--- src/rtl/corec_sleep_pkg.sv ---
// Shared definitions for the core-side power-gating handshake responder:
// state encodings, parameter defaults and the per-state output decode.
package corec_sleep_pkg;

    typedef enum logic [2:0] {
        ST_RUN     = 3'b000,
        ST_DRAIN   = 3'b001,
        ST_SAVE    = 3'b010,
        ST_SETTLE  = 3'b011,
        ST_SLEEP   = 3'b100,
        ST_RESTORE = 3'b101
    } pwr_state_e;

    localparam int SETTLE_CYC_DEF = 4;
    localparam int DRAIN_TMO_DEF  = 255;

    typedef struct packed {
        logic hold;
        logic save;
        logic restore;
        logic ack;
    } pwr_out_t;

    // Moore output pattern owned by each state; isolation is merged in by the top.
    function automatic pwr_out_t state_outputs(input pwr_state_e st);
        pwr_out_t o;
        o = 4'b0000;
        case (st)
            ST_RUN:     o = 4'b0000;
            ST_DRAIN:   o.hold = 1'b1;
            ST_SAVE:    begin o.hold = 1'b1; o.save = 1'b1; end
            ST_SETTLE:  o.hold = 1'b1;
            ST_SLEEP:   begin o.hold = 1'b1; o.ack = 1'b1; end
            ST_RESTORE: begin o.hold = 1'b1; o.restore = 1'b1; end
            default:    o = 4'b0000;
        endcase
        return o;
    endfunction

endpackage

--- src/rtl/corec_sleep_ctrl_if.sv ---
// Handshake bundle between PMU/BIU and the core sleep controller.
interface corec_sleep_ctrl_if;
    logic       pmu_corec_sleep_in;
    logic       pmu_corec_isolation;
    logic       biu_trans_req;
    logic       biu_trans_done;
    logic       corec_bus_hold;
    logic       corec_ret_save;
    logic       corec_ret_restore;
    logic       corec_pmu_sleep_out;
    logic [2:0] corec_pwr_sts;
    logic       corec_proto_err;
    logic       corec_drain_tmo;

    modport master (
        output pmu_corec_sleep_in, pmu_corec_isolation, biu_trans_req, biu_trans_done,
        input  corec_bus_hold, corec_ret_save, corec_ret_restore, corec_pmu_sleep_out,
               corec_pwr_sts, corec_proto_err, corec_drain_tmo
    );

    modport slave (
        input  pmu_corec_sleep_in, pmu_corec_isolation, biu_trans_req, biu_trans_done,
        output corec_bus_hold, corec_ret_save, corec_ret_restore, corec_pmu_sleep_out,
               corec_pwr_sts, corec_proto_err, corec_drain_tmo
    );
endinterface

--- src/rtl/corec_outstd_cnt.sv ---
// Saturating outstanding-transaction counter; exposes the post-update count
// so the drain decision can use this cycle's req/done.
module corec_outstd_cnt #(
    parameter int W = 4
) (
    input  logic         clk_i,
    input  logic         rst_ni,
    input  logic         req_i,
    input  logic         done_i,
    input  logic         clr_i,
    output logic [W-1:0] cnt_d_o,
    output logic         err_o
);

    localparam logic [W-1:0] CNT_MAX  = {W{1'b1}};
    localparam logic [W-1:0] CNT_ZERO = {W{1'b0}};
    localparam logic [W-1:0] CNT_ONE  = {{(W-1){1'b0}}, 1'b1};

    logic [W-1:0] cnt_q;
    logic [W-1:0] cnt_d;
    logic         err_d;

    // Next count with overflow saturation and underflow suppression.
    always_comb begin
        cnt_d = cnt_q;
        err_d = 1'b0;
        if (clr_i) begin
            cnt_d = CNT_ZERO;
        end else if (req_i && !done_i) begin
            if (cnt_q == CNT_MAX) begin
                err_d = 1'b1;
            end else begin
                cnt_d = cnt_q + CNT_ONE;
            end
        end else if (done_i && !req_i) begin
            if (cnt_q == CNT_ZERO) begin
                err_d = 1'b1;
            end else begin
                cnt_d = cnt_q - CNT_ONE;
            end
        end else begin
            cnt_d = cnt_q;
        end
    end

    // Count register.
    always_ff @(posedge clk_i or negedge rst_ni) begin
        if (!rst_ni) begin
            cnt_q <= CNT_ZERO;
        end else begin
            cnt_q <= cnt_d;
        end
    end

    assign cnt_d_o = cnt_d;
    assign err_o   = err_d;

endmodule

--- src/rtl/corec_sleep_ctrl.sv ---
// Core-side responder to the PMU power-gating handshake: drain, retention save,
// settle, acknowledge, restore. Optional drain watchdog: COREC_SLEEP_DRAIN_TIMEOUT_EN.
module corec_sleep_ctrl
    import corec_sleep_pkg::*;
#(
    parameter int OUTSTD_W   = 4,
    parameter int SETTLE_CYC = SETTLE_CYC_DEF,
    parameter int DRAIN_TMO  = DRAIN_TMO_DEF
) (
    input logic               pmu_clk,
    input logic               pad_cpu_rst_b,
    corec_sleep_ctrl_if.slave bus
);

    localparam logic [7:0] SETTLE_LOAD = 8'(SETTLE_CYC - 1);

    if (SETTLE_CYC < 1 || SETTLE_CYC > 255 || DRAIN_TMO < 1 || DRAIN_TMO > 255) begin : g_param_check
        $error("corec_sleep_ctrl: SETTLE_CYC and DRAIN_TMO must lie in 1..255");
    end

    pwr_state_e          state_q;
    pwr_state_e          state_d;
    pwr_out_t            out_q;
    logic [7:0]          settle_q;
    logic                proto_err_q;
    logic [OUTSTD_W-1:0] cnt_d;
    logic                cnt_err_s;
    logic                hold_s;
    logic                tmo_fire_s;

    assign hold_s = out_q.hold | bus.pmu_corec_isolation;

    corec_outstd_cnt #(
        .W (OUTSTD_W)
    ) u_outstd_cnt (
        .clk_i   (pmu_clk),
        .rst_ni  (pad_cpu_rst_b),
        .req_i   (bus.biu_trans_req),
        .done_i  (bus.biu_trans_done),
        .clr_i   (tmo_fire_s),
        .cnt_d_o (cnt_d),
        .err_o   (cnt_err_s)
    );

`ifdef COREC_SLEEP_DRAIN_TIMEOUT_EN
    localparam logic [7:0] TMO_LAST = 8'(DRAIN_TMO - 1);

    logic [7:0] wdog_q;
    logic       drain_tmo_q;

    // An abort in the same cycle wins, so the fire requires sleep_in still high.
    assign tmo_fire_s = (state_q == ST_DRAIN) & bus.pmu_corec_sleep_in & (wdog_q == TMO_LAST);

    // Drain watchdog: held at zero outside DRAIN so every entry starts fresh.
    always_ff @(posedge pmu_clk or negedge pad_cpu_rst_b) begin
        if (!pad_cpu_rst_b) begin
            wdog_q      <= 8'd0;
            drain_tmo_q <= 1'b0;
        end else begin
            if (state_q != ST_DRAIN) begin
                wdog_q <= 8'd0;
            end else if (wdog_q != TMO_LAST) begin
                wdog_q <= wdog_q + 8'd1;
            end else begin
                wdog_q <= wdog_q;
            end
            drain_tmo_q <= drain_tmo_q | tmo_fire_s;
        end
    end

    assign bus.corec_drain_tmo = drain_tmo_q;
`else
    assign tmo_fire_s          = 1'b0;
    assign bus.corec_drain_tmo = 1'b0;
`endif

    // Next-state decision; a watchdog fire has already zeroed cnt_d.
    always_comb begin
        state_d = state_q;
        case (state_q)
            ST_RUN: begin
                if (bus.pmu_corec_sleep_in) state_d = ST_DRAIN;
                else                        state_d = ST_RUN;
            end
            ST_DRAIN: begin
                if (!bus.pmu_corec_sleep_in)          state_d = ST_RUN;
                else if (cnt_d == {OUTSTD_W{1'b0}})   state_d = ST_SAVE;
                else                                  state_d = ST_DRAIN;
            end
            ST_SAVE: begin
                state_d = ST_SETTLE;
            end
            ST_SETTLE: begin
                if (!bus.pmu_corec_sleep_in) state_d = ST_RESTORE;
                else if (settle_q == 8'd0)   state_d = ST_SLEEP;
                else                         state_d = ST_SETTLE;
            end
            ST_SLEEP: begin
                if (!bus.pmu_corec_sleep_in) state_d = ST_RESTORE;
                else                         state_d = ST_SLEEP;
            end
            ST_RESTORE: begin
                state_d = ST_RUN;
            end
            default: begin
                state_d = ST_RUN;
            end
        endcase
    end

    // State, registered outputs decoded from the next state, settle counter, sticky error.
    always_ff @(posedge pmu_clk or negedge pad_cpu_rst_b) begin
        if (!pad_cpu_rst_b) begin
            state_q     <= ST_RUN;
            out_q       <= 4'b0000;
            settle_q    <= 8'd0;
            proto_err_q <= 1'b0;
        end else begin
            state_q <= state_d;
            out_q   <= state_outputs(state_d);
            if (state_q == ST_SAVE) begin
                settle_q <= SETTLE_LOAD;
            end else if (state_q == ST_SETTLE && settle_q != 8'd0) begin
                settle_q <= settle_q - 8'd1;
            end else begin
                settle_q <= settle_q;
            end
            proto_err_q <= proto_err_q | cnt_err_s | (bus.biu_trans_req & hold_s);
        end
    end

    assign bus.corec_bus_hold      = hold_s;
    assign bus.corec_ret_save      = out_q.save;
    assign bus.corec_ret_restore   = out_q.restore;
    assign bus.corec_pmu_sleep_out = out_q.ack;
    assign bus.corec_pwr_sts       = state_q;
    assign bus.corec_proto_err     = proto_err_q;

endmodule
--- src/flat_wrapper.sv ---
// flat-port wrapper written by rule: the top's interface ports become plain ports
module corec_sleep_ctrl_flat import corec_sleep_pkg::*;
#(
    parameter int OUTSTD_W   = 4,
    parameter int SETTLE_CYC = SETTLE_CYC_DEF,
    parameter int DRAIN_TMO  = DRAIN_TMO_DEF
)
  (pmu_clk, pad_cpu_rst_b, bus_pmu_corec_sleep_in, bus_pmu_corec_isolation, bus_biu_trans_req, bus_biu_trans_done, bus_corec_bus_hold, bus_corec_ret_save, bus_corec_ret_restore, bus_corec_pmu_sleep_out, bus_corec_pwr_sts, bus_corec_proto_err, bus_corec_drain_tmo);
  corec_sleep_ctrl_if bus_i ();
  input logic pmu_clk;
  input logic pad_cpu_rst_b;
  input wire logic [$bits(bus_i.pmu_corec_sleep_in)-1:0] bus_pmu_corec_sleep_in;
  input wire logic [$bits(bus_i.pmu_corec_isolation)-1:0] bus_pmu_corec_isolation;
  input wire logic [$bits(bus_i.biu_trans_req)-1:0] bus_biu_trans_req;
  input wire logic [$bits(bus_i.biu_trans_done)-1:0] bus_biu_trans_done;
  output wire logic [$bits(bus_i.corec_bus_hold)-1:0] bus_corec_bus_hold;
  output wire logic [$bits(bus_i.corec_ret_save)-1:0] bus_corec_ret_save;
  output wire logic [$bits(bus_i.corec_ret_restore)-1:0] bus_corec_ret_restore;
  output wire logic [$bits(bus_i.corec_pmu_sleep_out)-1:0] bus_corec_pmu_sleep_out;
  output wire logic [$bits(bus_i.corec_pwr_sts)-1:0] bus_corec_pwr_sts;
  output wire logic [$bits(bus_i.corec_proto_err)-1:0] bus_corec_proto_err;
  output wire logic [$bits(bus_i.corec_drain_tmo)-1:0] bus_corec_drain_tmo;
  assign bus_i.pmu_corec_sleep_in = bus_pmu_corec_sleep_in;
  assign bus_i.pmu_corec_isolation = bus_pmu_corec_isolation;
  assign bus_i.biu_trans_req = bus_biu_trans_req;
  assign bus_i.biu_trans_done = bus_biu_trans_done;
  assign bus_corec_bus_hold = bus_i.corec_bus_hold;
  assign bus_corec_ret_save = bus_i.corec_ret_save;
  assign bus_corec_ret_restore = bus_i.corec_ret_restore;
  assign bus_corec_pmu_sleep_out = bus_i.corec_pmu_sleep_out;
  assign bus_corec_pwr_sts = bus_i.corec_pwr_sts;
  assign bus_corec_proto_err = bus_i.corec_proto_err;
  assign bus_corec_drain_tmo = bus_i.corec_drain_tmo;
  corec_sleep_ctrl #(.OUTSTD_W(OUTSTD_W), .SETTLE_CYC(SETTLE_CYC), .DRAIN_TMO(DRAIN_TMO)) u_core (.pmu_clk(pmu_clk), .pad_cpu_rst_b(pad_cpu_rst_b), .bus(bus_i));
endmodule
--- config.mk ---
export PLATFORM = sky130hd
export DESIGN_NAME = corec_sleep_ctrl_flat
export DESIGN_NICKNAME = d
export VERILOG_FILES = /design/src/rtl/corec_sleep_pkg.sv /design/src/rtl/corec_sleep_ctrl_if.sv /design/src/rtl/corec_outstd_cnt.sv /design/src/rtl/corec_sleep_ctrl.sv /design/src/flat_wrapper.sv
export SDC_FILE = /design/constraint.sdc
export NUM_CORES = 1
export LEC_CHECK = 0
export CAP_MARGIN = 20
export CORE_AREA = 2 2 57 59
export CTS_CLUSTER_SIZE = 8
export DETAILED_ROUTE_END_ITERATION = 8
export DIE_AREA = 0 0 59 61
export HOLD_SLACK_MARGIN = 0.03
export SLEW_MARGIN = 20
export SYNTH_ARGS = -nofsm -noshare
export SYNTH_HDL_FRONTEND = slang
export SYNTH_SLANG_ARGS = --single-unit
export TNS_END_PERCENT = 50
--- constraint.sdc ---
create_clock -name pmu_clk -period 1.95 [get_ports pmu_clk]
set_input_delay 0.585 -clock pmu_clk [delete_from_list [all_inputs] [get_ports pmu_clk]]
set_output_delay 0.585 -clock pmu_clk [all_outputs]
set_load 0.03 [all_outputs]
Word-level counts from Yosys, hierarchy flattened:

Index checks and enable logic that the tools add are counted.

* register bits after elaboration: 20
* bits of input ports: 6
* output and inout port bits: 9
* logic and storage cells: 58

* add/subtract/negate cells: 3
* equality and inequality tests: 10
* multiplexer cells: 21
* bitwise gates (word level): 4
* reduce and logical (&&, ||, !) cells: 12

Operators with widths (number)
* 4-bit two-way mux: 4
* 8-bit two-way mux: 2
* 3-bit one-hot mux with 5 select lines: 1
* 3-bit by 2-bit equality test with 1-bit output, second input constant: 4
* 1-bit two-way mux: 10
* 3-bit equality test, second input constant: 3
* 3-bit two-way mux: 3
* 4-bit logical NOT: 2
* 8-bit logical NOT: 1
* 8-bit nonzero test: 1
* 8-bit by 1-bit subtractor with 8-bit output, second input constant: 1
* 3-bit by 1-bit equality test with 1-bit output, second input constant: 2
* 5-bit OR reduction: 1
* 4-bit by 1-bit adder with 4-bit output, second input constant: 1
* 4-bit equality test, second input constant: 1
* 4-bit by 1-bit subtractor with 4-bit output, second input constant: 1
* 1-bit logical AND: 3
* 3-bit logical NOT: 1
* 1-bit OR: 3
* 1-bit logical NOT: 2
* 2-bit two-way mux: 1
* 2-bit nonzero test: 1
* 1-bit AND: 1

Logic depth before layout (Yosys ltp):

* word-level depth: 11
* gate-level depth with buffers: 7
* mapped depth without buffers: 7

Modules after synthesis:

Synthesis repeated with hierarchy kept, for this count alone.

* cells, all modules: 119
* area, all modules: 1198.6 sq um

Modules (own cells, without submodules)
* corec_sleep_ctrl: times used 1, cells an instance 78, area each 828.3 sq um, sequential area each 400.4 sq um
* corec_outstd_cnt: times used 1, cells an instance 41, area each 370.4 sq um, sequential area each 100.1 sq um

Worst setup path before layout:

Ideal clock, no wire load.

* path type: input -> register
* start: input port bus_biu_trans_done
* end: register u_core.state_q[0] (netlist: u_core.bus.corec_pwr_sts[0])
* setup time: 124 ps
* arrival time: 1656 ps
* required time: 1826 ps
* slack: 170 ps
* cell stages on the path: 5
* path buffers: 0
* cells stage by stage: and2b_1 > or4b_1 > o311a_2 > o31ai_1 > nand2_1

* cells in the longest elaborated chain, start to end: 7
* elaborated cells on any way between the ends: 9
* those cells by class: 5 x mux; 4 x reduce/logical

Ends and longest elaborated chain
* start, declared: RTL line flat_wrapper.sv:15 `input wire logic [$bits(bus_i.biu_trans_done)-1:0] bus_biu_trans_done;`
* 1-bit logical AND or 1-bit logical NOT (tied branches): RTL line corec_outstd_cnt.sv:35, corec_outstd_cnt.sv:29
* 4-bit two-way mux or 1-bit logical AND (tied branches): RTL line corec_outstd_cnt.sv:35, corec_outstd_cnt.sv:29
* 4-bit two-way mux *: RTL line corec_outstd_cnt.sv:29 `end else if (req_i && !done_i) begin`
* via u_core.cnt_d[3]: RTL line corec_sleep_ctrl.sv:26 `logic [OUTSTD_W-1:0] cnt_d;`
* 4-bit logical NOT *: RTL line corec_sleep_ctrl.sv:87 `else if (cnt_d == {OUTSTD_W{1'b0}}) state_d = ST_SAVE;`
* 2-bit two-way mux *: RTL line corec_sleep_ctrl.sv:87
* 3-bit two-way mux *: RTL line corec_sleep_ctrl.sv:86 `if (!bus.pmu_corec_sleep_in) state_d = ST_RUN;`
* 3-bit one-hot mux with 5 select lines *: RTL line corec_sleep_ctrl.sv:80 `case (state_q)`
* via u_core.state_d[0]: RTL line corec_sleep_ctrl.sv:22 `pwr_state_e state_d;`
* end signal, assigned: RTL line corec_sleep_ctrl.sv:119 `state_q <= state_d;`
* end, declared: RTL line corec_sleep_ctrl.sv:21 `pwr_state_e state_q;`

The timed path passes the listed nets; every way through them passes the cells marked *.
A chain may end at the register's enable or synchronous reset.

Worst setup path after layout:

* start: input port bus_pmu_corec_isolation
* end: output port bus_corec_bus_hold

* cells in the longest elaborated chain, start to end: 1

Ends and longest elaborated chain
* start, declared: RTL line flat_wrapper.sv:13 `input wire logic [$bits(bus_i.pmu_corec_isolation)-1:0] bus_pmu_corec_isolation;`
* 1-bit OR: RTL line corec_sleep_ctrl.sv:31 `assign hold_s = out_q.hold | bus.pmu_corec_isolation;`
* end, declared: RTL line flat_wrapper.sv:16 `output wire logic [$bits(bus_i.corec_bus_hold)-1:0] bus_corec_bus_hold;`

Every way passes these cells.

==> impl_metrics.json <==
{
  "place_area_um2": 1421,
  "die-area_um2": 3599,
  "die_w_um": 59,
  "cp_cell_sequence": "clkdlybuf4s50_1, or2_4, buf_6",
  "drcViolationCount": 0,
  "worst_setup_path_end_kind": "output pin",
  "worstSetupPathType": "input pin to output pin",
  "hold_path_class": "flip-flop to flip-flop",
  "grt_pass1_vias": 870,
  "crit_family": "buffers and inverters",
  "grt_pass1_wl_um": 3622,
  "htree_levels": 1,
  "finClkSkew_ns": 0.01411,
  "cts_made_buffers": 3,
  "slowest_stage": "clkdlybuf4s50_1",
  "synthCells": 114,
  "routed_via_density": 5.140,
  "placed_cells": 175,
  "max_slew_margin_pct": 66.16,
  "antenna_cells": 0,
  "synthArstFlopShare_pct": 100.0,
  "drtIter0Drc": 24,
  "setup_viol": 0,
  "critPathRequiredTime_ns": 1.36,
  "grtUsageTotal_pct": 13.27,
  "path_buf_inv": 2,
  "layout_setup_ws_ns": 0.004397,
  "avgSynthCellArea_um2": 9.977,
  "cp-start-kind": "input pin",
  "status": "completed",
  "final_max_slew_viol_count": 0,
  "grt_max_degree": 21,
  "reg2reg_from": "u_core.u_outstd_cnt.cnt_q[0]",
  "yosys_register_bits": 20,
  "cts_tree": "done",
  "yosysTopAreaCell": "dfrtp_1",
  "synth_top_flop_cell": "dfrtp_1",
  "p_leak_nw": 0.7546,
  "startpoint": "bus_pmu_corec_isolation",
  "clock-sinks": 20,
  "pre_cts_slack_ns": -0.5315,
  "cts-root-buf": "clkbuf_4",
  "ys_warn_count": 0,
  "synth_area_um2": 1137,
  "vias": 920,
  "synthesis.nets": 124,
  "ant_nets": 0,
  "yosys.area.top_type_share_pct": 44.00,
  "die_h_um": 61,
  "rsz0062_at_grt": "yes",
  "cp_data_arrival_time_ns": 1.36,
  "nNetsFinal": 157,
  "clkTransAtPathRegs_ns": 0.12,
  "hold_ws_ns": 0.4937,
  "fmax_ghz": 0.5140,
  "firstDrtPassIters": 4,
  "worstMarginPinSlew_ns": 0.5008,
  "synth.distinct_cells": 47,
  "final_core_util_pct": 51.06,
  "cts_post_setup_buffers_inserted": 0,
  "hold_violations": 0,
  "critPathMaxStageDelay_ns": 0.40,
  "netlist_top_cells_area": "dfrtp_1, nor2_1, xnor2_1",
  "portBuffers": 13,
  "overflow": 0,
  "wl_per_cell_um": 12.55,
  "gp_congestion": 0.7886,
  "antenna_found_initial": 0,
  "finalNonFillerCells": 179,
  "holdCritStartpoint": "u_core.bus.corec_proto_err",
  "clock_latency_ns": 0.30,
  "area_growth_pct": 32.56,
  "drive_gt1_share_pct": 24.66,
  "max-vdd-ir-drop_mv": 0.5828,
  "final_cell_area_um2": 1508,
  "pwr_density_cell_nw_per_um2": 1403,
  "cp_max_fo": 2,
  "hpwl_um": 1651,
  "row_count": 20,
  "clk_path_buf_depth": 2,
  "coreArea_um2": 2953,
  "layout_min_cycle_time_ns": 1.946,
  "seq_area_frac_synth_pct": 44.00,
  "post-route-period-util_pct": 99.77,
  "maxCapViolations": 0,
  "io_pins": 15,
  "wirelength_um": 2246,
  "floorplan.initialDensity_pct": 38.52,
  "synth_edf_count": 0
}
-- synthesized netlist by cell type (2+ instances only) --
cell type,n
dfrtp_1,20
nor2_1,14
inv_1,8
nand2_1,6
xnor2_1,6
ha_1,4
nand3_1,4
nor3b_1,3
o21ai_0,3
a21oi_1,2
a32oi_1,2
and3b_1,2
mux2_2,2
nand2b_1,2
nor3_1,2
nor4_1,2
xor2_1,2
-- state kept, by name, indices dropped and copies added (netlist names) --
name and cells:
u_core.settle_q 8, u_core.bus.corec_proto_err 1, u_core.out_q 1, u_core.u_outstd_cnt.cnt_q 4, u_core.bus.corec_pwr_sts 3, u_core.bus.corec_ret_restore 1
u_core.bus.corec_ret_save 1, u_core.bus.corec_pmu_sleep_out 1
-- worst reg2reg max path: cells and delay by family, from the launching register on --
family | cells | cell delay, ns
AND/OR/NAND/NOR | 2 | 0.57
AO/OA/AOI/OAI | 2 | 0.39
buffers and inverters | 1 | 0.15
flip-flops | 1 | 0.42
adder cells (fa/ha/maj) | 1 | 0.24
-- metrics by stage --
stage | setup TNS [ns] | power (mW)
4_1_cts | -0.005862 | 2.109
6_report | 0 | 2.115
3_5_place_dp | -1.892 | 1.759
5_1_grt | -0.01475 | 2.281
2_1_floorplan | 0 | 1.387
3_3_place_gp | -1.851 | 1.738
-- power by group --
part	leakage, nW	total, mW	internal, mW	switching, mW
Combinational	0.474	1.08	0.518	0.557
Clock	0.0279	0.332	0.208	0.125
Sequential	0.253	0.707	0.561	0.146
Total	0.755	2.11	1.29	0.827
-- metal layers --
layer / vias up / track usage (%) / part of all wire, %
li1: 471 / - / -
met2: 17 / 21.43 / 47
met1: 428 / 17.66 / 47
met4: 0 / 4.221 / 1.4
met5: - / 0 / 0
met3: 4 / 3.198 / 4.3
-- repair_timing --
item	4_1_cts	5_1_grt
pin swaps	1	1
hold endpoints to repair	0	0
hold buffers	0	0
gates cloned	0	0
gates resized for setup	12	10
setup endpoints to repair	4	11
-- cell type report --
type                    instances  area (um^2)
flip-flops and latches         20        500.5
clock buffers                   3        22.52
inverters                       8        30.03
fillers                       272         1445
well taps                      33        41.29
multi-input cells              85        623.1
repair buffers                 29        260.3
clock inverters                 1        30.03
-- cells by family after synthesis --
group | share of synthesized area, %
other | 0.3297
AND/OR/NAND/NOR | 23.87
buffers and inverters | 3.301
AO/OA/AOI/OAI | 15.07
multiplexers | 2.860
adder cells (fa/ha/maj) | 4.401
XOR/XNOR | 6.161
flip-flops | 44.00
-- final timing paths --
check,to,slack (ns),depth (start not counted)
max in group asynchronous,u_core.settle_q[1],1.13,2
max,bus_corec_bus_hold,0.004,3
min,u_core.bus.corec_proto_err,0.49,1
max reg2reg,u_core.bus.corec_pwr_sts[0],0.10,6
min in group asynchronous,u_core.bus.corec_proto_err,0.60,2
min reg2reg,u_core.bus.corec_proto_err,0.49,1
-- cell usage in the layout, fill, tap and decap left out, types with 3 or more instances in the layout --
cell type	Yosys	routed
buf_4	1	16
clkbuf_4	0	3
clkdlybuf4s50_1	0	4
dfrtp_1	20	20
dlygate4sd2_1	0	3
dlymetal6s2s_1	0	5
ha_1	4	4
inv_1	8	7
nand2_1	6	6
nand3_1	4	4
nor2_1	14	14
o21ai_0	3	3
xnor2_1	6	6
(Power assumes the default switching activity.)
